`src/rtl/position_collector.sv`:
```
// position_collector
//
// Purpose:
//   Sits downstream of a simulation core. On each step_done strobe it snapshots
//   all NODES (x,y) node positions and streams them out, one node per beat, over
//   a valid/ready link toward the host/display side. Each snapshot forms a frame
//   that carries first/last markers and a 16-bit frame number. Snapshots that
//   arrive while a frame is still streaming are dropped and counted.
//
// Configuration macro:
//   POS_COLLECTOR_CHECKSUM_EN - when defined, each frame carries one extra beat
//   after the last node. That beat holds the XOR of all snapshot x values and
//   the XOR of all snapshot y values, with out_index = NODES.
//
// Parameters:
//   NODES   - nodes per frame (1..255)
//   WIDTH   - coordinate width, passed through untouched
//   CORE_ID - constant driven on out_core
//
// Ports:
//   clk, reset          - rising-edge clock, asynchronous active-low reset
//   step_done           - one-cycle strobe; position buses hold a settled step
//   x_pos_flat/y_pos_flat - node i at [i*WIDTH +: WIDTH]
//   out_valid/out_ready - beat handshake
//   out_x/out_y         - coordinates of the current beat
//   out_index           - node index of the current beat
//   out_first/out_last  - frame markers
//   out_frame           - frame number of the snapshot being streamed
//   out_core            - CORE_ID
//   busy                - a frame is being captured or streamed
//   drop_count          - snapshots dropped while busy, saturating
module position_collector #(
  parameter int NODES   = 5,
  parameter int WIDTH   = 32,
  parameter int CORE_ID = 0
) (
  input  logic                   clk,
  input  logic                   reset,
  input  logic                   step_done,
  input  logic [NODES*WIDTH-1:0] x_pos_flat,
  input  logic [NODES*WIDTH-1:0] y_pos_flat,
  output logic                   out_valid,
  input  logic                   out_ready,
  output logic [WIDTH-1:0]       out_x,
  output logic [WIDTH-1:0]       out_y,
  output logic [7:0]             out_index,
  output logic                   out_first,
  output logic                   out_last,
  output logic [15:0]            out_frame,
  output logic [7:0]             out_core,
  output logic                   busy,
  output logic [15:0]            drop_count
);

  localparam logic [1:0] ST_IDLE = 2'd0;
  localparam logic [1:0] ST_SEND = 2'd1;
`ifdef POS_COLLECTOR_CHECKSUM_EN
  localparam logic [1:0] ST_CSUM = 2'd2;
`endif

  logic [1:0]       r_state;
  logic [7:0]       r_idx;
  logic [15:0]      r_frameCnt;
  logic [15:0]      r_frame;
  logic [15:0]      r_dropCnt;
  // Snapshot is kept as a shift register: element 0 is always the node on the
  // output, so no variable indexing into the snapshot is needed.
  logic [WIDTH-1:0] r_xSnap [NODES];
  logic [WIDTH-1:0] r_ySnap [NODES];

  logic w_fire;
  logic w_lastNode;
  logic w_capture;
  logic w_drop;

  assign w_fire     = out_valid && out_ready;
  assign w_lastNode = (r_idx == 8'(NODES - 1));
  assign w_capture  = step_done && (r_state == ST_IDLE);
  assign w_drop     = step_done && (r_state != ST_IDLE);

`ifdef POS_COLLECTOR_CHECKSUM_EN
  logic [WIDTH-1:0] r_xCsum;
  logic [WIDTH-1:0] r_yCsum;
  logic [WIDTH-1:0] w_xXor;
  logic [WIDTH-1:0] w_yXor;

  // Checksum is formed from the live buses so it is ready at capture time.
  always_comb begin
    w_xXor = '0;
    w_yXor = '0;
    for (int i = 0; i < NODES; i++) begin
      w_xXor = w_xXor ^ x_pos_flat[i*WIDTH +: WIDTH];
      w_yXor = w_yXor ^ y_pos_flat[i*WIDTH +: WIDTH];
    end
  end

  always_ff @(posedge clk or negedge reset) begin
    if (!reset) begin
      r_xCsum <= '0;
      r_yCsum <= '0;
    end else if (w_capture) begin
      r_xCsum <= w_xXor;
      r_yCsum <= w_yXor;
    end
  end
`endif

  // Frame sequencing: index advances only on a handshake.
  always_ff @(posedge clk or negedge reset) begin
    if (!reset) begin
      r_state <= ST_IDLE;
      r_idx   <= '0;
    end else begin
      case (r_state)
        ST_IDLE: begin
          if (step_done) begin
            r_state <= ST_SEND;
            r_idx   <= '0;
          end
        end
        ST_SEND: begin
          if (w_fire) begin
            if (w_lastNode) begin
`ifdef POS_COLLECTOR_CHECKSUM_EN
              r_state <= ST_CSUM;
              r_idx   <= 8'(NODES);
`else
              r_state <= ST_IDLE;
              r_idx   <= '0;
`endif
            end else begin
              r_idx <= r_idx + 8'd1;
            end
          end
        end
`ifdef POS_COLLECTOR_CHECKSUM_EN
        ST_CSUM: begin
          if (w_fire) begin
            r_state <= ST_IDLE;
            r_idx   <= '0;
          end
        end
`endif
        default: begin
          r_state <= ST_IDLE;
          r_idx   <= '0;
        end
      endcase
    end
  end

  // Snapshot capture, then shift one node toward the output per node beat.
  always_ff @(posedge clk or negedge reset) begin
    if (!reset) begin
      for (int i = 0; i < NODES; i++) begin
        r_xSnap[i] <= '0;
        r_ySnap[i] <= '0;
      end
    end else if (w_capture) begin
      for (int i = 0; i < NODES; i++) begin
        r_xSnap[i] <= x_pos_flat[i*WIDTH +: WIDTH];
        r_ySnap[i] <= y_pos_flat[i*WIDTH +: WIDTH];
      end
    end else if (w_fire && (r_state == ST_SEND)) begin
      for (int i = 0; i < NODES - 1; i++) begin
        r_xSnap[i] <= r_xSnap[i+1];
        r_ySnap[i] <= r_ySnap[i+1];
      end
      r_xSnap[NODES-1] <= '0;
      r_ySnap[NODES-1] <= '0;
    end
  end

  // Frame numbering and saturating drop counter.
  always_ff @(posedge clk or negedge reset) begin
    if (!reset) begin
      r_frameCnt <= '0;
      r_frame    <= '0;
      r_dropCnt  <= '0;
    end else begin
      if (w_capture) begin
        r_frame    <= r_frameCnt;
        r_frameCnt <= r_frameCnt + 16'd1;
      end
      if (w_drop && (r_dropCnt != 16'hFFFF)) begin
        r_dropCnt <= r_dropCnt + 16'd1;
      end
    end
  end

  always_comb begin
    out_x    = '0;
    out_y    = '0;
    out_last = 1'b0;
    if (r_state == ST_SEND) begin
      out_x = r_xSnap[0];
      out_y = r_ySnap[0];
`ifdef POS_COLLECTOR_CHECKSUM_EN
      out_last = 1'b0;
`else
      out_last = w_lastNode;
`endif
    end
`ifdef POS_COLLECTOR_CHECKSUM_EN
    if (r_state == ST_CSUM) begin
      out_x    = r_xCsum;
      out_y    = r_yCsum;
      out_last = 1'b1;
    end
`endif
  end

  assign out_valid  = (r_state != ST_IDLE);
  assign busy       = (r_state != ST_IDLE);
  assign out_first  = (r_state == ST_SEND) && (r_idx == 8'd0);
  assign out_index  = r_idx;
  assign out_frame  = r_frame;
  assign out_core   = 8'(CORE_ID);
  assign drop_count = r_dropCnt;

endmodule

```
`config.mk`:
```
export PLATFORM = sky130hd
export DESIGN_NAME = position_collector
export DESIGN_NICKNAME = d
export VERILOG_FILES = /design/src/rtl/position_collector.sv
export SDC_FILE = /design/constraint.sdc
export NUM_CORES = 1
export LEC_CHECK = 0
export BUFFER_PORTS_ARGS = -buffer_cell sky130_fd_sc_hd__buf_2
export CELL_PAD_IN_SITES_DETAIL_PLACEMENT = 1
export CELL_PAD_IN_SITES_GLOBAL_PLACEMENT = 1
export CORE_ASPECT_RATIO = 0.6
export CORE_MARGIN = 4
export CORE_UTILIZATION = 26
export CTS_BUF_LIST = sky130_fd_sc_hd__clkbuf_16
export DETAILED_ROUTE_END_ITERATION = 8
export PLACE_DENSITY = 0.64
export SYNTH_ARGS = -nofsm -noshare
export SYNTH_HDL_FRONTEND = slang
export SYNTH_SLANG_ARGS = --single-unit
```
`constraint.sdc`:
```
create_clock -name clk -period 1.95 [get_ports clk]
set_input_delay 0 -clock clk [delete_from_list [all_inputs] [get_ports clk]]
set_output_delay 0 -clock clk [all_outputs]
set_load 0.005 [all_outputs]
```
==> impl_metrics.csv <==
group,metric,value,unit
place,dp_cells,3208,
floorplan,start_util,26.4,%
min_path,hp-class,"in2async",
finish,drive_gt1_share,21.3,%
detailed_routing,via_count,17400,
detailed_routing,antenna_left,0,
job,maxCapViolCount,0,
sta,period_needed,1.86,ns
clock_tree,clockBufferDepth,3,
place,place.gp.congestion,0.838,
floorplan,core-area,64700,sq um
sta,rsz0062_at_grt,"yes",
clock_tree,cts.sinks,377,
finish,nets,3057,
critical_path,start_kind,"flop",
sta,finalSetupViolations,0,
place,dp_slack,0.140,ns
clock_tree,cts_tree,"done",
place,portBuffers,431,
floorplan,ios,440,
yosys,async_flop_share,100,%
yosys,synth-edff-count,0,
critical_path,arrival,1.86,ns
detailed_routing,drtPass1Iterations,5,
critical_path,cp_max_fo,5,
global_routing,antenna_found_initial,19,
sta,setup_slack,0.0865,ns
global_routing,grt_usage,20.4,%
clock_tree,htree_levels,2,
sta,hold_viol_final,0,
finish,nFillCells,7665,
detailed_routing,wirelength,73600,um
floorplan,fp.dieH,206,um
place,dp_hpwl,48400,um
finish,syn2layout_area_growth,47.3,%
global_routing,grt_pass1_wl,112000,um
sta,fin_skew,0.0179,ns
yosys,synth_cell_types,44,
finish,design_area,25100,sq um
sta,drv_slew,0,
power,power_density,1160,nW/um^2
clock_tree,cts_buffers,42,
global_routing,grt_overflow,0,
sta,min_period_over_period,95.6,%
critical_path,end_kind,"output pin",
detailed_routing,drt_iter0_drc,1127,
clock_tree,clock_latency,0.58,ns
detailed_routing,drc_errors,0,
power,leakage,11.9,nW
yosys,avgSynthCellArea,8.51,sq um
yosys,synth_seq_area_share,55.3,%
yosys,ys_warn_count,0,
clock_tree,clkSlewWorstSetupHoldPaths,0.06,ns
critical_path,cp.required,1.95,ns
floorplan,dieWidth,339,um
detailed_routing,wl_per_cell,20.3,um
yosys,synthFlopType,"dfrtp_1",
place,place_area,20500,sq um
global_routing,grt_max_degree,90,
status,status,"complete, no violations",
clock_tree,cts_root_buf,"clkbuf_16",
yosys,syn_inst,2005,
sta,fmax,537,MHz
floorplan,fp-row-count,72,
critical_path,worstSetupPathType,"reg2out",
floorplan,die-area,69900,sq um
yosys,synth-seq-cells,377,
finish,layoutNonFillerInstCount,3624,
power,ir_drop,0.599,mV
yosys,syn-cell-area,17100,sq um
power,total_power,29.1,mW
global_routing,grt_pass1_vias,18500,
detailed_routing,viasPerCell,4.80,
cell families after synthesis:
family	synth area share [%]
xor gates and xnor gates	1.59
buffers and inverters	4.55
DFF	55.3
AOI/OAI and AO/OA	11.7
adders and majority gates	0.293
and+or+nand+nor	26.3
muxes	0.213
other	0.0220
synthesized netlist by cell type (5+ instances only):
master	count	area share (%)
a21oi_1	66	1.9
a31oi_1	257	9.4
and2_1	65	2.4
and3_1	5	0.18
buf_1	9	0.20
buf_2	101	3.0
buf_4	10	0.44
clkbuf_1	36	0.79
dfrtp_1	377	55
nand2_1	706	16
nand3_1	18	0.53
nand4_1	7	0.26
nor2_1	269	5.9
xnor2_1	20	1.0
xor2_1	11	0.56
metal layers:
metal  vias to the layer above  global-route usage (%)  part of all wire [%]  wire, um
li1                       8085                       -                     -         -
met1                      8642                    28.8                    47     34200
met2                       516                    31.8                    46     33500
met3                       140                    4.00                   5.1      3780
met4                         2                    6.44                   2.8      2030
met5                         -                       0                 0.018        13
layout make-up:
class	instances	area (sq um)	area share (%)
tap	851	1060	4.24
antenna	14	35.0	0.139
clock buffer	42	1050	4.18
clock inverter	32	213	0.846
timing repair buffer	830	6360	25.3
inverter	4	15.0	0.0597
multi-input combinational	1474	6960	27.7
sequential	377	9440	37.6
per-stage QoR:
stage / hold slack, ns / setup TNS, ns / util, %
after floorplan: -0.296 / 0 / -
after global placement: -0.0538 / 0 / 31.7
after detailed placement: -0.0494 / 0 / 31.7
after CTS: 0.0819 / -0.00517 / 38.7
after global routing: 0.106 / -0.0150 / 38.8
final: 0.119 / 0 / 38.9
cells in the final DEF (no fill, tap or decap), drive strengths merged, types with 5 or more instances in the layout:
cell         Yosys  layout
a21oi           66      66
a31oi          257     257
and2            65      65
and3             5       5
buf            121     506
clkbuf          36      42
clkinv           0      18
conb             1       8
dfrtp          377     377
diode            0      14
dlygate4sd3      0     324
inv              4      14
nand2          707     707
nand3           19      19
nand4           10      10
nor2           270     270
nor4             6       6
xnor2           20      20
xor2            11      11
timing repair:
action                                 in CTS  in global routing
setup buffers                               0                  3
pin swaps                                   0                  3
endpoints found under the hold margin     678                  0
setup endpoints to repair                   4                  3
resized for setup                           8                 10
hold buffers                              325                  0
final timing paths:
check	to	startpoint	slack, ns	cells after the start
min in group clk	r_xSnap[21]$_DFFE_PN0P_	x_pos_flat[149]	0.21	4
min reg2reg	out_frame[2]$_DFFE_PN0N_	out_frame[2]$_DFFE_PN0N_	0.48	2
max	out_last	out_index[6]$_DFFE_PN0P_	0.09	4
max in group asynchronous	r_xSnap[132]$_DFFE_PN0P_	reset	1.34	4
min	r_xSnap[64]$_DFFE_PN0P_	reset	0.12	3
max reg2reg	drop_count[12]$_DFFE_PN0P_	drop_count[0]$_DFFE_PN0P_	0.17	4
flip-flops by register name, indices dropped and copies added (netlist names):
| register | count |
|---|---|
| r_state | 1 |
| r_frameCnt | 16 |
| out_frame | 16 |
| r_xSnap | 160 |
| out_index | 8 |
| r_ySnap | 160 |
| drop_count | 16 |
critical path, cell delays in order (launching register included):
cell	delay [ns]
dfrtp_2	0.44
nor4_4	0.41
nand3_4	0.17
nor2_4	0.15
buf_2	0.13
power breakdown:
group	switching, mW	internal, mW	total (mW)	leakage, nW
logic	5.14	3.96	9.10	6.19
registers	2.00	10.3	12.3	5.04
clock network	3.50	4.18	7.69	0.643
No activity file was read; power rests on OpenSTA's default activity.
